**src/rtl/snake_input_ctrl.sv**
```systemverilog
// Button conditioning and turn arbitration for the VGA snake game core.
// Optional: define SNAKE_INPUT_QUEUE_EN for a 2-entry turn FIFO instead of a single last-wins register.
module snake_input_ctrl #(
   parameter int DEBOUNCE_CYCLES = 250000,
   parameter int CNT_W = $clog2(DEBOUNCE_CYCLES + 1)
) (
   input  logic       clk,
   input  logic       reset,
   input  logic [3:0] btn_raw,
   input  logic       tick,
   output logic [3:0] btn_db,
   output logic [1:0] dir,
   output logic       dir_changed
);
   localparam logic [CNT_W-1:0] CNT_LAST = CNT_W'(DEBOUNCE_CYCLES - 1);

   logic [3:0]       sync_1;
   logic [3:0]       btn_sync;
   logic [3:0]       btn_db_q;
   logic [3:0]       press;
   logic [CNT_W-1:0] db_cnt [4];
   logic             cand_valid;
   logic [1:0]       cand;
   logic [1:0]       ref_dir;
   logic [1:0]       dir_next;
   logic             commit;
   logic             commit_q;
   logic             accept;

   always_ff @(posedge clk) begin
      if (reset) begin
         sync_1   <= '0;
         btn_sync <= '0;
      end else begin
         sync_1   <= btn_raw;
         btn_sync <= sync_1;
      end
   end

   // A bit flips only after its synchronised value has disagreed for a full window.
   always_ff @(posedge clk) begin
      if (reset) begin
         btn_db   <= '0;
         btn_db_q <= '0;
         for (int i = 0; i < 4; i++) db_cnt[i] <= '0;
      end else begin
         btn_db_q <= btn_db;
         for (int i = 0; i < 4; i++) begin
            if (btn_sync[i] == btn_db[i]) begin
               db_cnt[i] <= '0;
            end else if (db_cnt[i] == CNT_LAST) begin
               btn_db[i] <= ~btn_db[i];
               db_cnt[i] <= '0;
            end else begin
               db_cnt[i] <= db_cnt[i] + CNT_W'(1);
            end
         end
      end
   end

   always_comb begin
      press      = btn_db & ~btn_db_q;
      cand_valid = |press;
      cand       = 2'd0;
      if (press[0])      cand = 2'd0;
      else if (press[1]) cand = 2'd1;
      else if (press[2]) cand = 2'd2;
      else if (press[3]) cand = 2'd3;
   end

`ifdef SNAKE_INPUT_QUEUE_EN
   logic [1:0] fifo_0, fifo_1, fifo_0_pop, fifo_0_next, fifo_1_next;
   logic [1:0] fifo_cnt, fifo_cnt_pop, fifo_cnt_next;

   // New turns are judged against the newest queued turn, after this tick's pop.
   always_comb begin
      commit       = tick && (fifo_cnt != 2'd0);
      fifo_0_pop   = commit ? fifo_1 : fifo_0;
      fifo_cnt_pop = commit ? 2'(fifo_cnt - 2'd1) : fifo_cnt;
      dir_next     = commit ? fifo_0 : dir;
      if (fifo_cnt_pop == 2'd0)      ref_dir = dir_next;
      else if (fifo_cnt_pop == 2'd1) ref_dir = fifo_0_pop;
      else                           ref_dir = fifo_1;
      accept        = cand_valid && (cand != ref_dir) && (cand != (ref_dir ^ 2'd2));
      fifo_0_next   = fifo_0_pop;
      fifo_1_next   = fifo_1;
      fifo_cnt_next = fifo_cnt_pop;
      if (accept) begin
         if (fifo_cnt_pop == 2'd0) begin
            fifo_0_next   = cand;
            fifo_cnt_next = 2'd1;
         end else begin
            fifo_1_next   = cand;
            fifo_cnt_next = 2'd2;
         end
      end
   end

   always_ff @(posedge clk) begin
      if (reset) begin
         fifo_0   <= '0;
         fifo_1   <= '0;
         fifo_cnt <= '0;
      end else begin
         fifo_0   <= fifo_0_next;
         fifo_1   <= fifo_1_next;
         fifo_cnt <= fifo_cnt_next;
      end
   end
`else
   logic [1:0] pending, pending_next;
   logic       pending_valid, pending_valid_next;

   // On a committing tick the pending turn becomes the reference for the new press.
   always_comb begin
      commit             = tick && pending_valid;
      ref_dir            = commit ? pending : dir;
      dir_next           = commit ? pending : dir;
      accept             = cand_valid && (cand != ref_dir) && (cand != (ref_dir ^ 2'd2));
      pending_next       = pending;
      pending_valid_next = pending_valid;
      if (accept) begin
         pending_next       = cand;
         pending_valid_next = 1'b1;
      end else if (commit) begin
         pending_valid_next = 1'b0;
      end
   end

   always_ff @(posedge clk) begin
      if (reset) begin
         pending       <= '0;
         pending_valid <= 1'b0;
      end else begin
         pending       <= pending_next;
         pending_valid <= pending_valid_next;
      end
   end
`endif

   // The change pulse trails the direction update by one cycle.
   always_ff @(posedge clk) begin
      if (reset) begin
         dir         <= 2'd1;
         commit_q    <= 1'b0;
         dir_changed <= 1'b0;
      end else begin
         dir         <= dir_next;
         commit_q    <= commit;
         dir_changed <= commit_q;
      end
   end
endmodule

```
**config.mk**
```make
export PLATFORM = sky130hd
export DESIGN_NAME = snake_input_ctrl
export DESIGN_NICKNAME = d
export VERILOG_FILES = /design/src/rtl/snake_input_ctrl.sv
export SDC_FILE = /design/constraint.sdc
export NUM_CORES = 1
export LEC_CHECK = 0
export BUFFER_PORTS_ARGS = -buffer_cell sky130_fd_sc_hd__buf_2
export CELL_PAD_IN_SITES_DETAIL_PLACEMENT = 1
export CELL_PAD_IN_SITES_GLOBAL_PLACEMENT = 1
export CORE_UTILIZATION = 54
export DETAILED_ROUTE_END_ITERATION = 8
export PLACE_DENSITY = 0.81
export SYNTH_ARGS = -nofsm -noshare
export SYNTH_HDL_FRONTEND = slang
export SYNTH_SLANG_ARGS = --single-unit
```
**constraint.sdc**
```tcl
create_clock -name clk -period 3.3 [get_ports clk]
set_input_delay 0.165 -clock clk [delete_from_list [all_inputs] [get_ports clk]]
set_output_delay 0.165 -clock clk [all_outputs]
set_load 0.1 [all_outputs]
```
==> key figures <==
Routing
  • DRC: 0
  • Via count: 3250
  • Vias/cell: 5.07
  • First-pass iteration count of the detailed router: 4
  • Final ANT Viol Nets: 0
  • Final WL: 9.29 mm
  • Iteration-0 DRC Markers: 50
  • Average wire per standard cell: 14.5 um

Clock tree
  • Clock buffer depth: 2
  • TritonCTS Buffers: 9
  • CTS tree: built
  • Clock Root Buffer: clkbuf_8
  • Worst-path clk slew: 0.09 ns
  • CTS Sinks: 95
  • Worst skew pair latency: 0.36 ns
  • Post-CTS Setup Inserts: 0
  • H-tree depth: 3

Place
  • Post-DP HPWL: 6.61 mm
  • Placer Congestion: 0.788
  • Port Buf Inserts: 13
  • Worst slack at placement: 0.897 ns

Yosys
  • Avg Cell Area, Syn: 10.7 um^2
  • Post-synth design cell area: 4750 um^2
  • Synth Warn #: 0
  • Top cell type's share of synthesized area: 0.455
  • FF+latch count, synth: 95
  • Cells after synthesis: 446
  • Synth top area cells: edfxtp_1 (46%), dfxtp_1 (9.7%), nor2_1 (7.6%)
  • Netlist cell types: 39
  • Sequential share of the synthesized area: 0.552
  • Yosys top cell by area: edfxtp_1

Floorplanning
  • Starting Density: 0.567
  • Die Y: 95.8 um
  • Row cnt: 33
  • Core area: 8380 um^2
  • Die area: 9180 um^2
  • I/O pin count: 14
  • Die Wd: 95.8 um

GRT
  • First-pass GRT wire length: 15.5 mm
  • Number of global-route vias before repair: 3329
  • Largest net degree at the start of global routing: 28
  • Global route total overflow: 0
  • Tot GR Track Use: 0.225
  • Initial antenna violation count: 0

Setup path
  • Reg2Reg Setup Slack: 0.96 ns
  • WP data required: 3.39 ns
  • Delay-heaviest family, CP: simple AND/OR/NAND/NOR gates
  • Kind of critical path: reg -> reg
  • R2R Path End: db_cnt[1][10]$_SDFFCE_PN0P_
  • Critical-path top delay cell: or2_1
  • CP max FO: 17
  • CP cell instances: nor4_1 > nand2_1 > nor4_1 > or2_1 > nor2_1
  • Critical Path Start Type: flip-flop
  • Max stage delay on crit path: 0.56 ns
  • Arr. time, crit path: 2.42 ns
  • FF-to-FF Start: db_cnt[1][5]$_SDFFCE_PN0P_
  • Setup crit end kind: flip-flop
  • Buf/Inv on CP: 0
  • CP dominant cell by count: nor4_1
  • Reg2Reg Depth: 5

Pwr
  • Pwr per Cell Area: 421 nW/um^2
  • Leakage: 1.90 nW
  • Tot Pwr: 2.25 mW
  • VDD IR max: 256 uV

Hold path
  • Hold path cells: 2
  • Hold Path Class: in -> reg
  • WHS Endpoint: sync_1[2]$_SDFF_PP0_
  • Worst hold start: btn_raw[2]

STA
  • RSZ-0062 raised after global routing: no
  • Final Hold Viols: 0
  • Total negative slack: 0 ns
  • Final critical-path share of the clock period: 0.709
  • Slew Viols, Final: 0
  • Relative slew slack: 0.451
  • Max frequency: 428 MHz
  • Final worst setup slack: 0.962 ns
  • Clk_skew: 0.0138 ns
  • Final setup fails: 0
  • Worst-Margin Slew: 0.817 ns
  • Tmin final: 2.34 ns

Run status
  • Outcome: completed

Finish
  • Final Util: 0.638
  • Final #Nets: 542
  • # diodes: 0
  • Share of cells above drive strength 1: 0.0765
  • Most common cell after layout, fill and taps aside: nor2_1
  • Highest-count cells in the layout ignoring fill and taps: nor2_1 (96), edfxtp_1 (72), conb_1 (72), xor2_1 (35), xnor2_1 (32)
  • Area grow syn2layout: 12.6%

Flow run
  • MaxCap Viol Count: 0
[worst register-to-register path: cells and delay by family (launching register included)]
family / cells / cell delay, ns
DFF: 1 / 0.49
and+or+nand+nor: 5 / 1.57
[power breakdown]
part	internal (mW)	switching (mW)	total (mW)	leakage (nW)
combinational	0.0382	0.0555	0.0937	0.878
clock	0.370	0.411	0.782	0.0916
sequential	1.33	0.0477	1.37	0.930
total	1.73	0.515	2.25	1.90
[metrics by stage]
stage	cell area, um^2	hold slack (ns)	instances
4_1_cts	5350	0.00147	641
3_3_place_gp	5130	0.370	623
3_5_place_dp	5130	0.382	623
6_report	5350	0.0176	641
5_1_grt	5350	0.00827	641
2_1_floorplan	5020	0.293	517
[state kept, by name, indices dropped and copies added, names as in the netlist]
signal         count
db_cnt            72
pending            2
pending_valid      1
commit_q           1
btn_sync           4
btn_db_q           4
sync_1             4
btn_db             4
dir_changed        1
dir                2
[metal layers]
metal,share of wire,global-route usage,up-vias
li1,-,-,1644
met3,0.019,0.0450,13
met2,0.52,0.409,24
met1,0.45,0.265,1569
met4,0.016,0.0759,0
met5,0,0,-
[Yosys cell counts]
cell,number
buf_4,4
or3_1,3
nor4_2,3
o21ai_0,2
nor4_4,1
a21oi_1,4
and3_1,4
nand3_1,24
xor2_1,35
edfxtp_1,72
nand2b_1,6
nor2_1,96
mux2i_1,5
xnor2_1,32
or2_2,3
nor4b_1,1
dfxtp_1,23
buf_2,2
nand4_2,1
nor3_2,1
nor3_1,8
or2_1,3
ha_1,4
nor3b_1,3
a2111oi_0,2
mux2i_2,1
and4_1,6
nor2b_1,21
inv_1,9
nor4b_2,1
nand4_1,13
nand2_1,29
nand3_2,2
buf_6,3
clkbuf_1,3
conb_1,1
and2_1,1
nand3b_1,2
nor4_1,12
[how the worst max path moves through the flow]
| stage | startpoint | endpoint | slack [ns] | cells past startpoint |
|---|---|---|---|---|
| after floorplan | btn_db[3]$_SDFFE_PP0P_ | pending_valid$_SDFFE_PP0P_ | 1.28 | 5 |
| after global placement | db_cnt[1][5]$_SDFFCE_PN0P_ | db_cnt[1][16]$_SDFFCE_PN0P_ | 1.11 | 5 |
| after detailed placement | db_cnt[1][5]$_SDFFCE_PN0P_ | db_cnt[1][12]$_SDFFCE_PN0P_ | 0.90 | 5 |
| after CTS | db_cnt[1][5]$_SDFFCE_PN0P_ | db_cnt[1][10]$_SDFFCE_PN0P_ | 0.88 | 5 |
| after global routing | db_cnt[1][5]$_SDFFCE_PN0P_ | db_cnt[1][10]$_SDFFCE_PN0P_ | 0.71 | 5 |
| final | db_cnt[1][5]$_SDFFCE_PN0P_ | db_cnt[1][10]$_SDFFCE_PN0P_ | 0.96 | 5 |
[logic make-up after synthesis]
logic type / Yosys count / share of synthesized area
mux: 6 / 0.0134
simple gates: 244 / 0.265
fa+ha+maj: 4 / 0.0105
compound gates: 8 / 0.0100
flops: 95 / 0.552
buf+inv: 21 / 0.0250
other cells: 1 / 0.000789
xor+xnor: 67 / 0.124
[final cells by class]
cell class                 instances  area [um^2]
fill                             967         3030
sequential                        95         2620
multi-input combinational        401         2280
clock buffer                      11          141
tap                              105          131
timing repair buffer              15         85.1
clock inverter                     5         57.6
inverter                           9         33.8
[repair_timing]
action,in CTS,in global routing
hold buffers,2,0
hold endpoints to repair,2,0
gates resized for setup,0,0
endpoints found under the setup margin,0,0
No activity file was read; power rests on OpenSTA's default activity.
